===== src/rtl/pc_pkg.sv =====
// Shared definitions for the front-end program-counter sequencer.
// Holds the FSM state encoding and the default address geometry.
package pc_pkg;

    localparam int unsigned ADDR_W = 72;
    localparam logic [ADDR_W-1:0] RESET_PC = '0;

    typedef enum logic [1:0] {
        StBoot = 2'd0,
        StRun  = 2'd1,
        StHalt = 2'd2
    } pc_state_e;

endpackage


===== src/rtl/ras_stack.sv =====
// Circular return-address stack with saturating count and registered
// overflow/underflow pulses.
module ras_stack #(
    parameter int unsigned ADDR_W    = 72,
    parameter int unsigned RAS_DEPTH = 4
) (
    input  logic              clk,
    input  logic              reset,
    input  logic              i_push,
    input  logic              i_pop,
    input  logic [ADDR_W-1:0] i_push_data,
    output logic [ADDR_W-1:0] o_top,
    output logic              o_empty,
    output logic              o_full,
    output logic              o_overflow,
    output logic              o_underflow
);

    localparam int unsigned PTR_W = (RAS_DEPTH > 1) ? $clog2(RAS_DEPTH) : 1;
    localparam int unsigned CNT_W = $clog2(RAS_DEPTH + 1);

    logic [ADDR_W-1:0] r_mem [RAS_DEPTH];
    logic [PTR_W-1:0]  r_ptr;
    logic [CNT_W-1:0]  r_count;
    logic              r_overflow;
    logic              r_underflow;
    logic [PTR_W-1:0]  w_top_idx;

    // r_ptr is the next free slot; when full it also points at the oldest entry.
    assign w_top_idx   = r_ptr - PTR_W'(1);
    assign o_top       = r_mem[w_top_idx];
    assign o_empty     = (r_count == '0);
    assign o_full      = (r_count == CNT_W'(RAS_DEPTH));
    assign o_overflow  = r_overflow;
    assign o_underflow = r_underflow;

    always_ff @(posedge clk or negedge reset) begin
        if (!reset) begin
            for (int i = 0; i < int'(RAS_DEPTH); i++) begin
                r_mem[i] <= '0;
            end
            r_ptr       <= '0;
            r_count     <= '0;
            r_overflow  <= 1'b0;
            r_underflow <= 1'b0;
        end else begin
            r_overflow  <= i_push && o_full;
            r_underflow <= i_pop && !i_push && o_empty;
            if (i_push) begin
                r_mem[r_ptr] <= i_push_data;
                r_ptr        <= r_ptr + PTR_W'(1);
                if (!o_full) begin
                    r_count <= r_count + CNT_W'(1);
                end
            end else if (i_pop && !o_empty) begin
                r_ptr   <= w_top_idx;
                r_count <= r_count - CNT_W'(1);
            end
        end
    end

endmodule


===== src/rtl/pc_sequencer.sv =====
// Front-end program counter: BOOT/RUN/HALT FSM, next-address selection and
// the PC register feeding instruction fetch.
module pc_sequencer #(
    parameter int unsigned       ADDR_W    = pc_pkg::ADDR_W,
    parameter logic [ADDR_W-1:0] RESET_PC  = ADDR_W'(pc_pkg::RESET_PC),
    parameter int unsigned       RAS_DEPTH = 4
) (
    input  logic              clk,
    input  logic              reset,
    input  logic              stall,
    input  logic              redirect_valid,
    input  logic [ADDR_W-1:0] redirect_target,
    input  logic              call_valid,
    input  logic              ret_valid,
    input  logic              halt,
    input  logic              resume,
    output logic [ADDR_W-1:0] address,
    output logic              fetch_valid,
    output logic              ras_overflow,
    output logic              ras_underflow,
    output logic [1:0]        state
);

    import pc_pkg::*;

    pc_state_e         r_state;
    pc_state_e         w_next_state;
    logic [ADDR_W-1:0] r_addr;
    logic [ADDR_W-1:0] w_next_addr;
    logic [ADDR_W-1:0] w_addr_inc;
    logic              r_fetch_valid;
    logic              w_next_fetch_valid;
    logic              r_boot_armed;
    logic              w_push;
    logic              w_pop;
    logic [ADDR_W-1:0] w_ras_top;
    logic              w_ras_empty;
    logic              w_unused_full;

    assign w_addr_inc  = r_addr + ADDR_W'(1);
    assign address     = r_addr;
    assign fetch_valid = r_fetch_valid;
    assign state       = r_state;

    always_comb begin
        w_next_state       = r_state;
        w_next_addr        = r_addr;
        w_next_fetch_valid = 1'b0;
        w_push             = 1'b0;
        w_pop              = 1'b0;
        unique case (r_state)
            // Release is asynchronous to clk, so BOOT holds for the first full
            // cycle after the first edge and exits on the second.
            StBoot: begin
                if (r_boot_armed) begin
                    w_next_state       = StRun;
                    w_next_fetch_valid = 1'b1;
                end
            end
            StRun: begin
                if (halt) begin
                    w_next_state = StHalt;
                end else if (redirect_valid) begin
                    w_next_addr        = redirect_target;
                    w_next_fetch_valid = 1'b1;
                    w_push             = call_valid;
                end else if (ret_valid) begin
                    w_pop              = 1'b1;
                    w_next_addr        = w_ras_empty ? w_addr_inc : w_ras_top;
                    w_next_fetch_valid = 1'b1;
                end else if (!stall) begin
                    w_next_addr        = w_addr_inc;
                    w_next_fetch_valid = 1'b1;
                end
            end
            StHalt: begin
                if (resume && !halt) begin
                    w_next_state       = StRun;
                    w_next_fetch_valid = 1'b1;
                end
            end
            default: w_next_state = StBoot;
        endcase
    end

    always_ff @(posedge clk or negedge reset) begin
        if (!reset) begin
            r_state       <= StBoot;
            r_addr        <= RESET_PC;
            r_fetch_valid <= 1'b0;
            r_boot_armed  <= 1'b0;
        end else begin
            r_state       <= w_next_state;
            r_addr        <= w_next_addr;
            r_fetch_valid <= w_next_fetch_valid;
            r_boot_armed  <= 1'b1;
        end
    end

    ras_stack #(
        .ADDR_W    (ADDR_W),
        .RAS_DEPTH (RAS_DEPTH)
    ) u_ras (
        .clk         (clk),
        .reset       (reset),
        .i_push      (w_push),
        .i_pop       (w_pop),
        .i_push_data (w_addr_inc),
        .o_top       (w_ras_top),
        .o_empty     (w_ras_empty),
        .o_full      (w_unused_full),
        .o_overflow  (ras_overflow),
        .o_underflow (ras_underflow)
    );

endmodule


===== config.mk =====
export PLATFORM = sky130hd
export DESIGN_NAME = pc_sequencer
export DESIGN_NICKNAME = d
export VERILOG_FILES = /design/src/rtl/pc_pkg.sv /design/src/rtl/ras_stack.sv /design/src/rtl/pc_sequencer.sv
export SDC_FILE = /design/constraint.sdc
export NUM_CORES = 1
export LEC_CHECK = 0
export ABC_AREA = 1
export CORE_AREA = 2 2 232 234
export CTS_BUF_LIST = sky130_fd_sc_hd__clkbuf_8
export DETAILED_ROUTE_END_ITERATION = 8
export DIE_AREA = 0 0 234 236
export MAX_ROUTING_LAYER = met4
export PLACE_DENSITY = 0.63
export REMOVE_ABC_BUFFERS = 1
export SLEW_MARGIN = 20
export SYNTH_ARGS = -nofsm -noshare
export SYNTH_HDL_FRONTEND = slang
export SYNTH_HIERARCHICAL = 1
export SYNTH_SLANG_ARGS = --single-unit

===== constraint.sdc =====
create_clock -name clk -period 3.21 [get_ports clk]
set_clock_uncertainty 0.15 [all_clocks]
set_input_delay 0.4815 -clock clk [delete_from_list [all_inputs] [get_ports clk]]
set_output_delay 0.4815 -clock clk [all_outputs]
set_load 0.03 [all_outputs]

==> impl_metrics.env <==
export IMPL_crit_required_ns=3.62
export IMPL_path_delay_family="simple AND/OR/NAND/NOR gates"
export IMPL_drv_cap=0
export IMPL_grt_max_degree=148
export IMPL_slew_headroom_pct=47.3
export IMPL_grt_setup_unrepaired="no"
export IMPL_worstSetupStartpointType="flop"
export IMPL_post_route_min_period_ns=2.82
export IMPL_cts_setup_buffers=0
export IMPL_overflow=0
export IMPL_wl_per_cell_um=18.6
export IMPL_die_w_um=234
export IMPL_io_buffers=156
export IMPL_first_pass_iters=5
export IMPL_gp_congestion=0.901
export IMPL_min_period_over_period_pct=87.9
export IMPL_dieHeight_um=236
export IMPL_path_max_fanout=6
export IMPL_reg2reg_slack_ns=0.39
export IMPL_routed_wl_mm=63.6
export IMPL_postSynthAreaPerCell_sq_um=7.70
export IMPL_r2r_cells=9
export IMPL_die_area_sq_um=55200
export IMPL_grt_first_pass_wirelength_mm=100
export IMPL_synthesis_instances=2576
export IMPL_regToRegStartpoint="address[0]"
export IMPL_start_util_pct=37.4
export IMPL_worst_pin_slew_ns=0.790
export IMPL_root_buffer="clkbuf_8"
export IMPL_cts_tree="built"
export IMPL_cts_resized=0
export IMPL_power_density_nw_per_um2=1040
export IMPL_rows=85
export IMPL_irDropWorstVdd_v=0.000613
export IMPL_drive_gt1_share_pct=7.51
export IMPL_p_total_mw=24.0
export IMPL_dp_cells=3313
export IMPL_route_detailed_drc=0
export IMPL_area_growth_syn_to_layout_pct=16.6
export IMPL_finalNetCount=2766
export IMPL_min_to="address[31]"
export IMPL_min_from="redirect_valid"
export IMPL_startpoint="address[0]"
export IMPL_end_kind="flop"
export IMPL_min_path_type="in -> reg"
export IMPL_postRouteAntennaNets=0
export IMPL_maxSlewViolCount=0
export IMPL_path_cells="ha_1, nand2_2, nor2_2, nand2_2, nor2_1, nand3_1, xor2_1, inv_1, o21ai_1"
export IMPL_ios=157
export IMPL_clockBufferDepth=3
export IMPL_cts_buffers=60
export IMPL_max_freq_ghz=0.354
export IMPL_setup_violations=0
export IMPL_drt_iter0_markers=1726
export IMPL_syn_cell_area_sq_um=19800
export IMPL_arrival_ns=3.23
export IMPL_antenna_found_initial=1
export IMPL_cp_num_buf_inv=1
export IMPL_r2r_end="u_ras/r_mem[178]"
export IMPL_finalNonFillerCells=3427
export IMPL_crit_slowest_cell="dfrtp_1"
export IMPL_crit_top_cell="nand2_2"
export IMPL_hold_depth=3
export IMPL_cts_sinks=371
export IMPL_core_sq_um=53100
export IMPL_hold_viol=0
export IMPL_path_clk_slew_ns=0.06
export IMPL_vias=18200
export IMPL_vias_per_cell=5.31
export IMPL_worstSetupPathType="reg -> reg"
export IMPL_critPathMaxStageDelay_ns=0.52
export IMPL_clk_latency_ns=0.67
export IMPL_fill_cells=5234
export IMPL_ys_warn_count=6
export IMPL_status="finished, final reports clean"
export IMPL_place_hpwl_mm=41.1
export IMPL_power_leakage_nw=10.8
export IMPL_gr_usage_all_layers_pct=23.8
export IMPL_grt_pass1_vias=17900
export IMPL_cts_htree_levels=2
-- power by group --
group	leakage, nW	switching (mW)	internal (mW)
Combinational	5.33	7.10	4.04
Clock	0.734	1.99	2.36
Sequential	4.76	1.88	6.62
Total	10.8	11.0	13.0
-- per-stage QoR --
step | TNS, ns | hold WS (ns) | setup slack [ns] | area [sq um] | util [%]
after floorplan | -617.76 | 0.0359 | -3.87 | 18900 | -
after global placement | 0 | 0.311 | 0.468 | 21800 | 41.2
after detailed placement | 0 | 0.320 | 0.446 | 21800 | 41.2
after CTS | 0 | 0.141 | 0.508 | 23100 | 43.6
after global routing | 0 | 0.173 | 0.308 | 23100 | 43.6
final | 0 | 0.180 | 0.388 | 23100 | 43.6
-- metal layers --
layer / vias to the layer above / GRT usage (%) / wire length (um)
met5: - / - / 0
met4: 0 / 11.6 / 3070
met3: 175 / 3.26 / 3990
met2: 689 / 36.6 / 29400
met1: 8627 / 30.8 / 27100
li1: 8709 / - / -
-- layout by cell type (no fill, tap or decap), types with 5 or more instances in the layout --
cell type        instances
nand2_4                  9
nor2_2                   7
clkinv_2                12
nand4_1                 12
clkbuf_8                79
dfrtp_1                370
o21ai_1                308
o21ai_0                206
nor2_1                 322
inv_1                  189
xnor2_1                 11
a22oi_1                  7
inv_2                    8
o22ai_1                 72
clkdlybuf4s50_1        154
nor2_4                  13
buf_4                   19
nand2_2                 11
nand3b_1                 6
o21bai_1                31
or2_0                    5
a21oi_1                126
nor3_1                  10
nand3_1                 70
nand2_1                589
xor2_1                  19
buf_12                  19
a21oi_2                  5
-- timing repair --
item,4_1_cts,5_1_grt
hold buffers,1,0
endpoints found under the hold margin,68,0
setup endpoints to repair,0,0
-- worst max-delay path by stage --
stage / endpoint / cells past startpoint
detailed placement: u_ras/r_mem[190] / 9
floorplan: address[0] / 9
global placement: u_ras/r_mem[205] / 9
finish: u_ras/r_mem[178] / 9
CTS: u_ras/r_mem[250] / 9
global route: u_ras/r_mem[250] / 9
-- state kept, by name (all words and copies together) (netlist names) --
name and count:
state 2, u_ras/r_ptr 2, fetch_valid 1, u_ras/r_mem 288
u_ras/r_count 3, u_ras/o_overflow 1, address 72, r_boot_armed 1
u_ras/o_underflow 1
-- worst min-delay path: stages --
cell,delay [ns]
buf_2,0.22
a21oi_1,0.16
a21oi_1,0.07
-- cell type report --
class / instances / area [sq um] / share of cell area, %
antenna: 1 / 2.50 / 0.0108
inverter: 181 / 682 / 2.95
clock inverter: 33 / 199 / 0.860
clock buffer: 79 / 1090 / 4.70
multi-input combinational: 1871 / 8920 / 38.5
tap: 696 / 871 / 3.76
sequential: 371 / 9290 / 40.1
timing repair buffer: 195 / 2090 / 9.05
No activity file was read; power rests on OpenSTA's default activity.
